File: src/rtl/gpa_fhdo_dac_slave.sv
// SPI responder for the DAC80504-style 24-bit frame: oversampled in clk, four DAC channels with SYNC/LDAC, SDO readback.
// CSn rise at pin -> vout change is 4 clk; SCLK half-period must be >= 4 clk (no backpressure, master paced).
module gpa_fhdo_dac_slave #(
    parameter bit          SAMPLE_ON_FALL = 1'b1,
    parameter logic [15:0] RESET_CODE     = 16'h0000
) (
    input  logic        clk,
    input  logic        rst_n,
    input  logic        sclk_i,
    input  logic        csn_i,
    input  logic        sdi_i,
    input  logic        ldacn_i,
    output logic        sdo_o,
    output logic        sdo_oe_o,
    output logic [15:0] vout0_o,
    output logic [15:0] vout1_o,
    output logic [15:0] vout2_o,
    output logic [15:0] vout3_o,
    output logic [3:0]  update_o,
    output logic        frame_err_o
);
    typedef enum logic [1:0] {IDLE, SHIFT, COMMIT} state_t;

    state_t      state, state_nxt;
    logic [2:0]  sclk_s, csn_s, ldac_s;
    logic [1:0]  sdi_s;
    logic [4:0]  cnt;
    logic [23:0] shreg;
    logic        pend_vld;
    logic [23:0] pend_word;
    logic [3:0]  sync_reg;
    logic [15:0] dac_buf [4];
    logic [15:0] vout    [4];
    logic [15:0] buf_nxt [4];
    logic [15:0] vout_nxt[4];
    logic [3:0]  upd_nxt;

    // Stage [1] is the synchronised level, stage [2] the previous one for edge detection.
    always_ff @(posedge clk or negedge rst_n) begin
        if (!rst_n) begin
            sclk_s <= 3'b000;
            csn_s  <= 3'b111;
            ldac_s <= 3'b111;
            sdi_s  <= 2'b00;
        end else begin
            sclk_s <= {sclk_s[1:0], sclk_i};
            csn_s  <= {csn_s[1:0], csn_i};
            ldac_s <= {ldac_s[1:0], ldacn_i};
            sdi_s  <= {sdi_s[0], sdi_i};
        end
    end

    logic sclk_rise, sclk_fall, csn_fall, csn_rise, ldac_fall;
    logic sample_edge, drive_edge;
    assign sclk_rise   = sclk_s[1] & ~sclk_s[2];
    assign sclk_fall   = ~sclk_s[1] & sclk_s[2];
    assign csn_fall    = ~csn_s[1] & csn_s[2];
    assign csn_rise    = csn_s[1] & ~csn_s[2];
    assign ldac_fall   = ~ldac_s[1] & ldac_s[2];
    assign sample_edge = SAMPLE_ON_FALL ? sclk_fall : sclk_rise;
    assign drive_edge  = SAMPLE_ON_FALL ? sclk_rise : sclk_fall;

    always_ff @(posedge clk or negedge rst_n) begin
        if (!rst_n) state <= IDLE;
        else        state <= state_nxt;
    end

    always_comb begin
        state_nxt = state;
        case (state)
            IDLE:    if (csn_fall) state_nxt = SHIFT;
            SHIFT:   if (csn_rise) state_nxt = COMMIT;
            default: state_nxt = IDLE;
        endcase
    end

    logic start, shift_en, drive_en, commit;
    always_comb begin
        start    = 1'b0;
        shift_en = 1'b0;
        drive_en = 1'b0;
        commit   = 1'b0;
        case (state)
            IDLE:    start = csn_fall;
            SHIFT: begin
                shift_en = sample_edge;
                drive_en = drive_edge;
            end
            default: commit = 1'b1;
        endcase
    end

    logic        frame_ok, wr, rd, soft_ldac, ldac_evt;
    logic [3:0]  addr;
    logic [15:0] wdat, rd_data;
    logic [23:0] load_word;
    logic        unused_bits;
    assign frame_ok    = commit && (cnt == 5'd24);
    assign wr          = frame_ok && !shreg[23];
    assign rd          = frame_ok && shreg[23];
    assign addr        = shreg[19:16];
    assign wdat        = shreg[15:0];
    assign soft_ldac   = wr && (addr == 4'h5) && wdat[4];
    assign ldac_evt    = ldac_fall || soft_ldac;
    assign load_word   = pend_vld ? pend_word : 24'h0;
    assign unused_bits = ^shreg[22:20];

    always_comb begin
        rd_data = 16'h0000;
        case (addr)
            4'h2:    rd_data = {12'h000, sync_reg};
            4'h8:    rd_data = dac_buf[0];
            4'h9:    rd_data = dac_buf[1];
            4'hA:    rd_data = dac_buf[2];
            4'hB:    rd_data = dac_buf[3];
            default: rd_data = 16'h0000;
        endcase
    end

    // A write in the same cycle as an LDAC event lands in the buffer first, so LDAC moves the new code.
    always_comb begin
        upd_nxt = 4'h0;
        for (int i = 0; i < 4; i++) begin
            buf_nxt[i]  = dac_buf[i];
            vout_nxt[i] = vout[i];
            if (wr && (addr == 4'(8 + i))) begin
                buf_nxt[i] = wdat;
                if (!sync_reg[i]) begin
                    vout_nxt[i] = wdat;
                    upd_nxt[i]  = 1'b1;
                end
            end
            if (ldac_evt && sync_reg[i]) begin
                vout_nxt[i] = buf_nxt[i];
                upd_nxt[i]  = 1'b1;
            end
        end
    end

    always_ff @(posedge clk or negedge rst_n) begin
        if (!rst_n) begin
            cnt         <= 5'd0;
            shreg       <= 24'h0;
            sdo_o       <= 1'b0;
            pend_vld    <= 1'b0;
            pend_word   <= 24'h0;
            sync_reg    <= 4'h0;
            update_o    <= 4'h0;
            frame_err_o <= 1'b0;
            for (int i = 0; i < 4; i++) begin
                dac_buf[i] <= RESET_CODE;
                vout[i]    <= RESET_CODE;
            end
        end else begin
            if (start) begin
                cnt      <= 5'd0;
                shreg    <= load_word;
                sdo_o    <= load_word[23];
                pend_vld <= 1'b0;
            end else if (shift_en) begin
                shreg <= {shreg[22:0], sdi_s[1]};
                cnt   <= (cnt == 5'd25) ? 5'd25 : cnt + 5'd1;
            end else if (drive_en) begin
                sdo_o <= shreg[23];
            end else if (state != SHIFT) begin
                sdo_o <= 1'b0;
            end
            if (commit) begin
                pend_vld  <= rd;
                pend_word <= {1'b1, 3'b000, addr, rd_data};
            end
            if (wr && (addr == 4'h2)) sync_reg <= wdat[3:0];
            for (int i = 0; i < 4; i++) begin
                dac_buf[i] <= buf_nxt[i];
                vout[i]    <= vout_nxt[i];
            end
            update_o    <= upd_nxt;
            frame_err_o <= commit && (cnt != 5'd24);
        end
    end

    assign sdo_oe_o = (state == SHIFT);
    assign vout0_o  = vout[0];
    assign vout1_o  = vout[1];
    assign vout2_o  = vout[2];
    assign vout3_o  = vout[3];
endmodule
File: config.mk
export PLATFORM = sky130hd
export DESIGN_NAME = gpa_fhdo_dac_slave
export DESIGN_NICKNAME = d
export VERILOG_FILES = /design/src/rtl/gpa_fhdo_dac_slave.sv
export SDC_FILE = /design/constraint.sdc
export NUM_CORES = 1
export LEC_CHECK = 0
export CORE_UTILIZATION = 35
export CTS_BUF_LIST = sky130_fd_sc_hd__clkbuf_4 sky130_fd_sc_hd__clkbuf_8
export DETAILED_ROUTE_END_ITERATION = 10
export SETUP_SLACK_MARGIN = 0.3
export SLEW_MARGIN = 0
export SYNTH_ARGS = -nofsm -noshare
export SYNTH_HDL_FRONTEND = slang
export SYNTH_SLANG_ARGS = --single-unit
File: constraint.sdc
create_clock -name clk -period 2.53 [get_ports clk]
set_input_delay 0.3795 -clock clk [delete_from_list [all_inputs] [get_ports clk]]
set_output_delay 0.3795 -clock clk [all_outputs]
set_load 0.01 [all_outputs]
==> Word level (Yosys, flattened, before mapping) <==
Cells that the tools add are included.
{ "word_totals": {"register_bits": 202, "input_bits": 6, "out_inout_bits": 71, "elab_cells": 130} }
{ "op_classes": {"addsub": 1, "eq_ne": 19, "muxes": 48, "n_bitwise": 10, "reduce_logical": 31} }
{ "op_table": {"columns": ["cell", "n"], "rows": [
  ["$mux W16", 16],
  ["$pmux W16 S5", 1],
  ["$mux W24", 3],
  ["$mux W1", 22],
  ["$eq A4 B4 Y1 const B", 4],
  ["$logic_and A1 B1 Y1", 15],
  ["$mux W5", 3],
  ["$ne A2 B1 Y1 const B", 7],
  ["$reduce_and A2 Y1", 6],
  ["$eq A5 B5 Y1 const B", 2],
  ["$reduce_bool A2 Y1", 5],
  ["$add A5 B1 Y5 const B", 1],
  ["$and A1 B1 Y1", 5],
  ["$ne A5 B5 Y1 const B", 1],
  ["$not A1 Y1", 5],
  ["$eq A4 B2 Y1 const B", 1],
  ["$eq A4 B3 Y1 const B", 1],
  ["$mux W2", 2],
  ["$ne A2 B2 Y1 const B", 2],
  ["$pmux W2 S2", 1],
  ["$reduce_bool A3 Y1", 1],
  ["$eq A2 B1 Y1 const B", 1],
  ["$logic_not A2 Y1", 1],
  ["$reduce_or A2 Y1", 1],
  ["other kinds (2)", 2]
]} }

==> Depth between registers and ports, before layout <==
Gate-level depths: netlist of the first run.
{ "depth": {"word_depth": 11, "depth_mapped": 9, "ltp_nobuf": 6} }

==> Worst setup path after synthesis of the first run <==
Ideal clock, no wire load.
{ "synth_timing": {"path_kind": "register -> register", "startpoint": "reg cnt[0]", "endpoint": "reg vout, in the netlist vout0_o[0]", "setup_time_ns": 0.111, "arrival_time_ns": 1.919, "t_required_ns": 2.419, "slack_ns": 0.499, "path_stages_with_launch": 10, "n_path_buf": 3, "period_less_slack_ns": 2.031, "path_cell_list": "dfrtp_1 -> inv_1 -> ha_1 -> and4b_1 -> buf_4 -> and4b_1 -> buf_6 -> o211a_4 -> buf_6 -> a222oi_1"} }
{ "synth_via": {"elab_chain_len": 9, "elab_cells_between_ends": 13, "cone_classes": "eq/ne: 2; mux: 2; reduce/logical: 9"} }
{ "synth_lines": {"columns": ["element", "line", "text"], "rows": [
  ["start, declared", "27", "logic [4:0] cnt;"],
  ["start signal, assigned", "162", "cnt <= (cnt == 5'd25) ? 5'd25 : cnt + 5'd1;"],
  ["$eq A5 B5 Y1 *", "98", "assign frame_ok = commit && (cnt == 5'd24);"],
  ["$logic_and A1 B1 Y1 *", "98", null],
  ["$logic_and A1 B1 Y1 *", "99", "assign wr = frame_ok && !shreg[23];"],
  ["$logic_and A1 B1 Y1 (2 in a row)", "103", "assign soft_ldac = wr && (addr == 4'h5) && wdat[4];"],
  ["$logic_or A1 B1 Y1", "104", "assign ldac_evt = ldac_fall || soft_ldac;"],
  ["$logic_and A1 B1 Y1", "133", "if (ldac_evt && sync_reg[i]) begin"],
  ["$ne A2 B1 Y1 (no source line) / $reduce_bool A2 Y1 (equally long branches)", null, null],
  ["$reduce_and A2 Y1 (no source line)", null, null],
  ["end signal, assigned by index", "175", "vout[i] <= vout_nxt[i];"],
  ["end, declared", "33", "logic [15:0] vout [4];"]
]} }
Every way passes the cells marked *; elsewhere a longest branch is shown, timed or not.
A chain may end at the register's enable or synchronous reset.

==> Worst setup path in the final report of the first run <==
{ "layout_timing": {"startpoint": "reg cnt[1]", "endpoint": "reg vout, in the netlist vout1_o[6]"} }
Same word-level chain as after synthesis.

==> metrics list, run 1 <==
* Outcome: complete, no violations
- Routed wire length: 24,900 um
- The initialized floorplan defines 57 standard-cell rows.
* Worst slack on hold paths: 0.259 ns
* Die outline width: 160 um
- The internal power of the cells totals 5.18 mW.
- Via Count: 6,893
- Per report_power, the clock group accounts for 46.7% of the total.
- Crit Path Max Fanout: 6
- Number of failing setup endpoints in the final timing report: 0
- For the final database, setup skew stands at 0.0347 ns.
* First-pass detailed-route iteration total: 8
- Share of total power in combinational logic: 4.4%
* Max Cap Violations: 0
- Number of nets produced by synthesis: 849
* Crit path capture: vout1_o[6]$_DFFE_PN0P_
* Shortest clock period the worst path allows after layout: 2.13 ns
- DRC violations left: 0
* Clock edge transition at the registers on the reported setup and hold paths: 0.06 ns
- Min-Delay Path Class: in -> reg
* Clock buffers created by TritonCTS: 36
- The worst hold path begins at ldacn_i.
- The worst register-to-register path begins at cnt[1]$_DFFE_PN0P_.
- The worst register-to-register path ends at vout1_o[6]$_DFFE_PN0P_.
* Cell count after synthesis: 840
- Measured along the y axis, the die boundary spans 160 um.
- The number of endpoints with negative hold slack in the final report came to 0.
- RSZ-0062 raised after global routing: yes
* Gpl congestion: 0.778
- Number of top-level pins: 77
* Worst R2R Setup Slack: 0.40 ns
- Once the floorplan was initialized, standard cells occupied 35.8% of the core.
* Cells on worst reg2reg path: 8
- Total leakage power: 4.57 nW
* Clock network latency to the later pin of the worst-skew pair: 0.54 ns
- Entering global routing, the biggest net connects 66 pins.
- Counting distinct cell types in the post-synthesis netlist gives 47.
- Worst voltage drop across the vdd grid: 0.000252 V
- In the routed layout, each cell is associated on average with a via count of 5.28.
- Type of the worst setup path: reg -> reg
- Via count of the first global-routing pass: 6,727
- Nature of the critical path startpoint: flop
- The tree built by TritonCTS fans out to 202 sinks.
* Syn avg cell area: 10.4 um^2
- After routing, the total negative slack on setup checks comes to 0 ns.
- Violation count after the first detailed-routing iteration: 790
* Count of warnings emitted by yosys: 0
- Antenna violations before repair: 0
* Critical path origin: cnt[1]$_DFFE_PN0P_
- In the final layout, the share of cells above drive strength 1 is 16.1%.
- In this run the deepest clock path goes through 3 buffers.
- Data on the critical path arrives at its endpoint at 2.54 ns.
- Antenna violation net count after detailed routing: 0
- Post-detailed-route wirelength per cell: 19.1 um
- The cell sitting at the root of the clock tree is a clkbuf_8.
* Normalized max-slew margin: 33.4%
* # fillers: 2,392
- Net switching power: 1.62 mW
- The total count of max-transition violations in the final report is 0.
- Achievable Freq: 0.469 GHz
- The die covers 25,600 um^2.
* Worst Path Required: 2.93 ns
* TritonCTS clock tree: built
- For the pin with the worst max-slew slack, the measured transition is 0.998 ns.
* Relative contribution of sequential cells to total power: 48.9%
- First-pass GRT wire length: 38,000 um
- Detailed placement ended at an HPWL of 15,200 um.
- Post-synthesis instance area: 8740 um^2
- Counting flops and latches in the post-synthesis netlist gives 202.
- For this run, the register share of the synthesized area comes to 57.9%.
- Regs by FF count: dac_buf: 64 flops, shreg: 24 flops, pend_word: 21 flops
* Layout overhead on the synthesized area: 25.0%
- The final layout contains 965 nets.
- CTS H-tree lvls: 2
- Power spread over the standard cell area amounts to 622 nW/um^2.
* Tot GR Track Use: 18.9%
- For this run the aggregate overflow at the end of global routing stands at 0.
* Antenna diodes: 0
- In this run the tool buffered the top-level ports with 76 buffer cells.
- Ranked by flip-flop count, first place goes to dac_buf.
- Switching part of the total power: 23.8%
- Fraction of the cycle the final worst path needs: 84.2%
- The register with the most flip-flops in the layout has 64 of them.
- After floorplanning, the core was sized to cover 24,400 um^2.
- The worst setup path is captured at a flop.
==> power groups by stage <==
stage          registers (mW)  logic [mW]  clock network [mW]
4_1_cts                  3.32       0.291                3.24
3_3_place_gp             3.37       0.284                   0
6_report                 3.32       0.301                3.17
5_1_grt                  3.33       0.336                3.37
2_1_floorplan            3.37       0.129                   0
3_5_place_dp             3.37       0.287                   0
==> area by class of cell <==
class / count / area (um^2) / share of cell area (%)
clock buffers: 58 / 717 / 6.56
well taps: 324 / 405 / 3.71
multi-input cells: 416 / 2840 / 26.0
inverters: 171 / 642 / 5.87
repair buffers: 129 / 1220 / 11.2
flip-flops and latches: 202 / 5060 / 46.3
clock inverters: 5 / 37.5 / 0.343
==> synth_stat cells, drive strengths merged <==
cell type / count / area share [%]
a21boi: 12 / 1.0
a21o: 4 / 0.34
a21oi: 20 / 1.1
a222oi: 80 / 9.2
a22o: 4 / 0.40
a22oi: 4 / 0.34
a2bb2oi: 1 / 0.10
a31oi: 7 / 0.64
a41oi: 1 / 0.10
and3: 1 / 0.072
and4b: 4 / 0.46
and4bb: 2 / 0.29
buf: 23 / 1.8
clkbuf: 32 / 1.4
clkinv: 1 / 0.043
dfrtp: 196 / 56
dfstp: 6 / 1.8
ha: 3 / 0.43
inv: 170 / 7.3
mux2: 4 / 0.52
mux2i: 4 / 0.46
nand2: 74 / 3.2
nand2b: 6 / 0.43
nand3: 26 / 1.8
nand4: 2 / 0.14
nand4bb: 1 / 0.13
nor2: 19 / 0.82
nor2b: 6 / 0.43
nor3b: 1 / 0.086
nor4b: 3 / 0.54
nor4bb: 1 / 0.11
o211a: 4 / 0.80
o21a: 1 / 0.086
o21ai: 100 / 5.7
o22ai: 12 / 0.86
o2bb2ai: 4 / 0.83
or2: 1 / 0.072
==> per-stage QoR <==
step	cell area, um^2	utilization, %	setup WS (ns)	power [mW]	std cells
floorplan	8740	-	0.499	3.50	840
global placement	10000	41.0	0.400	3.66	1228
detailed placement	10000	41.0	0.308	3.66	1228
CTS	10800	44.1	0.327	6.85	1292
global route	10900	44.8	0.297	7.04	1305
finish	10900	44.8	0.400	6.79	1305
==> critical path: stages (launching register included) <==
cell       delay, ns
dfrtp_2         0.44
inv_2           0.07
ha_1            0.13
and4b_2         0.31
and4b_2         0.30
buf_8           0.16
o2bb2ai_4       0.09
buf_2           0.19
a222oi_1        0.33
==> worst min-delay path by stage <==
stage / end / slack [ns] / cells after the start
3_5_place_dp: sclk_s[1]$_DFF_PN0_ / 0.34 / 0
5_1_grt: csn_s[0]$_DFF_PN1_ / 0.25 / 1
4_1_cts: csn_s[0]$_DFF_PN1_ / 0.24 / 1
6_report: ldac_s[0]$_DFF_PN1_ / 0.26 / 1
2_1_floorplan: cnt[0]$_DFFE_PN0P_ / 0.08 / 0
3_3_place_gp: sclk_s[1]$_DFF_PN0_ / 0.33 / 0
==> repair_timing <==
| item | 4_1_cts | 5_1_grt |
|---|---|---|
| resized for setup | 4 | 17 |
| setup buffers | 0 | 7 |
| setup endpoints to repair | 2 | 57 |
| endpoints found under the hold margin | 56 | 0 |
| pin swaps | 0 | 12 |
| hold buffers | 1 | 0 |
| gates cloned | 0 | 6 |
==> cell usage in the layout (no fill, tap or decap), types with 19 or more instances in the layout <==
master           instances
o21ai_0                 99
dfrtp_1                194
nor2_1                  19
buf_4                   40
clkbuf_8                46
inv_1                  168
nand3_1                 22
a222oi_1                80
clkdlybuf4s50_1         74
nand2_1                 74
a21oi_1                 20
==> logic make-up after synthesis <==
kind of cell             synth area share [%]
AO/OA/AOI/OAI                            21.6
buffers and inverters                    10.5
flip-flops                               57.9
AND/OR/NAND/NOR                          8.56
multiplexers                            0.973
adder cells (fa/ha/maj)                 0.430
==> routing by layer <==
layer | vias up | track usage [%] | wire length (um)
met5 | - | 0 | 0
met2 | 252 | 29.6 | 11600
met4 | 0 | 5.54 | 492
met1 | 3408 | 26.8 | 11300
li1 | 3192 | - | -
met3 | 41 | 3.17 | 1590
No activity file was read; power rests on OpenSTA's default activity.
==> run 2: changes to the inputs <==
clock period = 1.85 ns   (was 2.53 ns; I/O delays follow)
==> metrics list, run 2 (synthesized netlist as in run 1, its figures left out) <==
- Outcome: finished with violations
* Failing checks: setup timing
* Switching part of the total power: 24.0% (+0.24 points)
- The most numerous cell type found on the critical path is buf_12.
- Clock sink total: 202 (unchanged)
- Achievable Freq: 0.500 GHz (+6.5%)
* Clock Path Buffers: 3 (unchanged)
* Transition time at the pin with the least slew margin: 0.677 ns (-0.320 ns)
- Commonest non-fill, non-tap cells in the layout: dfrtp_1 (194), inv_1 (167), a222oi_1 (80), dlygate4sd2_1 (56), buf_4 (54)
* Port Buffer Count: 76 (unchanged)
- Violation count after the first detailed-routing iteration: 708 (-10%)
- Clock edge transition at the registers on the reported setup and hold paths: 0.06 ns (about the same)
- The worst hold path terminates at ldac_s[0]$_DFF_PN1_.
* Antenna diodes: 0 (unchanged)
- The critical-path maximum fanout is 16 (+10).
- The critical path is of the reg -> reg type.
- The number of endpoints with negative hold slack in the final report came to 0 (unchanged).
- Worst slack on hold paths: 0.155 ns (-0.104 ns)
- The relative slew slack was 54.7% (+21 points).
* Worst voltage drop across the vdd grid: 0.000497 V (+97%)
- The minimum period implied by the final worst setup slack was 2.00 ns (-0.130 ns).
* Gpl congestion: 0.822 (+5.6%)
* Commonest non-fill, non-tap cell in the layout: dfrtp_1
* CTS H-tree lvls: 2 (unchanged)
- Endpoint of the most critical register-to-register path: vout1_o[15]$_DFFE_PN0P_
- TritonCTS clock tree: built
- Fraction of the cycle the final worst path needs: 108% (+24 points)
- The number of top-level pins was 77 (unchanged).
- The sum of internal, switching and leakage power was 9.37 mW (+38%).
- Power density over cell area: 774 nW/um^2 (+25%)
- Critical path data arrival time: 2.37 ns (-0.17 ns)
- Antenna violation net count after detailed routing: 0 (unchanged)
- The fraction of power consumed by combinational cells is 6.2% (+1.8 points).
* Cells on worst reg2reg path: 10 (+2)
- Cell-internal power: 7.12 mW (+37%)
- The clock skew was 0.0352 ns (+0.000504 ns).
- Min-Delay Path Class: in -> reg
- The number of maximum-capacitance violations came to 0 (unchanged).
- Relative contribution of sequential cells to total power: 48.3% (-0.6 points)
- The number of buffers created by CTS came to 36 (unchanged).
- Net switching power: 2.25 mW (+39%)
- Slowest library cell on the worst path: dfrtp_1
- RSZ-0062 raised after global routing: yes
- Top reg by flops: dac_buf
- DRC violations left: 0 (unchanged)
- The overall die area came to 25,600 um^2 (unchanged).
- Broken down by cell family, the worst path's largest delay share belongs to buffers and inverters.
- The detailed-route wire length per cell came to 18.3 um (-4.1%).
* Clock network latency to the later pin of the worst-skew pair: 0.54 ns (about the same)
* Total number of placement rows: 57 (unchanged)
- STA classifies the critical path startpoint as a flop.
- The number of flip-flops in the largest register came to 64 (unchanged).
- The number of detailed-routing iterations run before antenna repair is 9 (+1).
- Placeable core region: 24,400 um^2 (unchanged)
- The root buffer cell chosen for the clock tree is clkbuf_8.
- The ratio of cells with drive above 1 in the final layout came to 27.5% (+11 points).
- Via Count: 7,071 (+2.6%)
- The number of buffers and inverters on the critical path came to 5 (+2).
- The depth of the worst hold-timing path came to 1 (unchanged).
* Die outline width: 160 um (unchanged)
* Worst Path Required: 2.22 ns (-0.71 ns)
* Grt ovf: 0 (unchanged)
* DR vias/cell: 5.21 (-1.3%)
- The register-to-register path setup slack came to -0.15 ns (-0.55 ns).
- The height of the die is 160 um (unchanged).
- The number of nets in the finished design was 1,018 (+5.5%).
- The detailed-route wire length was 24,900 um (-0.23%).
* Layout overhead on the synthesized area: 38.5%
* Pin count of the biggest net entering global routing: 47 (-29%)
* Post-detailed-placement half-perimeter wirelength: 15,300 um (+0.52%)
* Worst reg2reg startpoint: cnt[1]$_DFFE_PN0P_
- First-pass GRT wire length: 37,200 um (-1.9%)
- Initial core utilization: 35.8% (unchanged)
* Beginning of the worst hold path: ldacn_i
- Total negative setup slack: -7.11 ns (-7.11 ns)
- Delay of the slowest critical-path stage: 0.38 ns (-0.06 ns)
- Kind of end point of the critical path: flop
* Part of the power in the clock network: 45.6% (-1.1 points)
- The global routing usage summed across all routing layers came to 18.2% (-0.64 points).
- Total leakage power: 5.46 nW (+20%)
- Least setup slack across all paths after layout: -0.150 ns (-0.550 ns)
- Max-slew violation count: 0 (unchanged)
* Number of failing setup endpoints in the final timing report: 76 (+76)
- The critical path goes through inv_2 -> ha_4 -> and4b_2 -> buf_4 -> buf_6 -> nand3_4 -> buf_12 -> a31oi_2 -> buf_12 -> a222oi_1.
- Via count of the first global-routing pass: 6,666 (-0.91%)
- Regs by FF count: dac_buf: 64 flops, shreg: 24 flops, pend_word: 21 flops
* Setup WS pre-CTS: -0.220 ns (-0.528 ns)
- # fillers: 2,214 (-7.4%)
- The number of antenna violations at the first check in global routing was 0 (unchanged).
- Core occupancy in the finished layout: 49.6% (+4.8 points)
==> run 2: repair_timing <==
action	4_1_cts	5_1_grt
hold endpoints to repair	32	0
setup buffers	9	24
gates resized for setup	95	168
gates cloned	0	12
hold buffers	1	0
pin swaps	46	51
endpoints found under the setup margin	227	177
==> run 2: power groups by stage <==
stage	Combinational [mW]	Clock (mW)	Sequential, mW
final	0.577	4.27	4.52
after CTS	0.514	4.35	4.52
after floorplan	0.181	0	4.61
after global placement	0.489	0	4.59
after global routing	0.647	4.55	4.53
after detailed placement	0.491	0	4.59
==> run 2: metal layers <==
metal  track usage [%]  up-vias  share of wire [%]
met5                 0        -                  0
met1              26.8     3476                 45
li1                  -     3299                  -
met3              3.12       62                6.0
met2              27.2      234                 46
met4              6.02        0                3.3
==> run 2: stage by stage <==
| step | cells | cell area (um^2) |
|---|---|---|
| 3_5_place_dp | 1249 | 10400 |
| 4_1_cts | 1321 | 11200 |
| 6_report | 1357 | 12100 |
| 5_1_grt | 1357 | 12100 |
| 3_3_place_gp | 1249 | 10400 |
| 2_1_floorplan | 840 | 8980 |
==> run 2: how the worst max path moves through the flow <==
| stage | from | to | slack [ns] | depth (start not counted) |
|---|---|---|---|---|
| floorplan | cnt[0]$_DFFE_PN0P_ | vout1_o[10]$_DFFE_PN0P_ | -0.11 | 9 |
| finish | cnt[1]$_DFFE_PN0P_ | vout1_o[15]$_DFFE_PN0P_ | -0.15 | 10 |
| CTS | cnt[1]$_DFFE_PN0P_ | vout1_o[3]$_DFFE_PN0P_ | -0.14 | 8 |
| global route | cnt[1]$_DFFE_PN0P_ | vout1_o[10]$_DFFE_PN0P_ | -0.26 | 8 |
| detailed placement | cnt[1]$_DFFE_PN0P_ | vout1_o[3]$_DFFE_PN0P_ | -0.22 | 8 |
| global placement | cnt[1]$_DFFE_PN0P_ | vout1_o[7]$_DFFE_PN0P_ | -0.14 | 8 |
==> run 2: final cells by class <==
type	instances	area, um^2	share of cell area [%]
sequential	202	5060	41.9
multi-input combinational	413	3190	26.4
timing repair buffer	185	2070	17.1
clock buffer	57	697	5.76
inverter	171	642	5.30
tap	324	405	3.35
clock inverter	5	37.5	0.310
==> run 3: changes to the inputs <==
ABC_AREA = 0   (was not set)
==> results of run 3 <==
Final layout, timing and power as in run 2 (identical DEF).
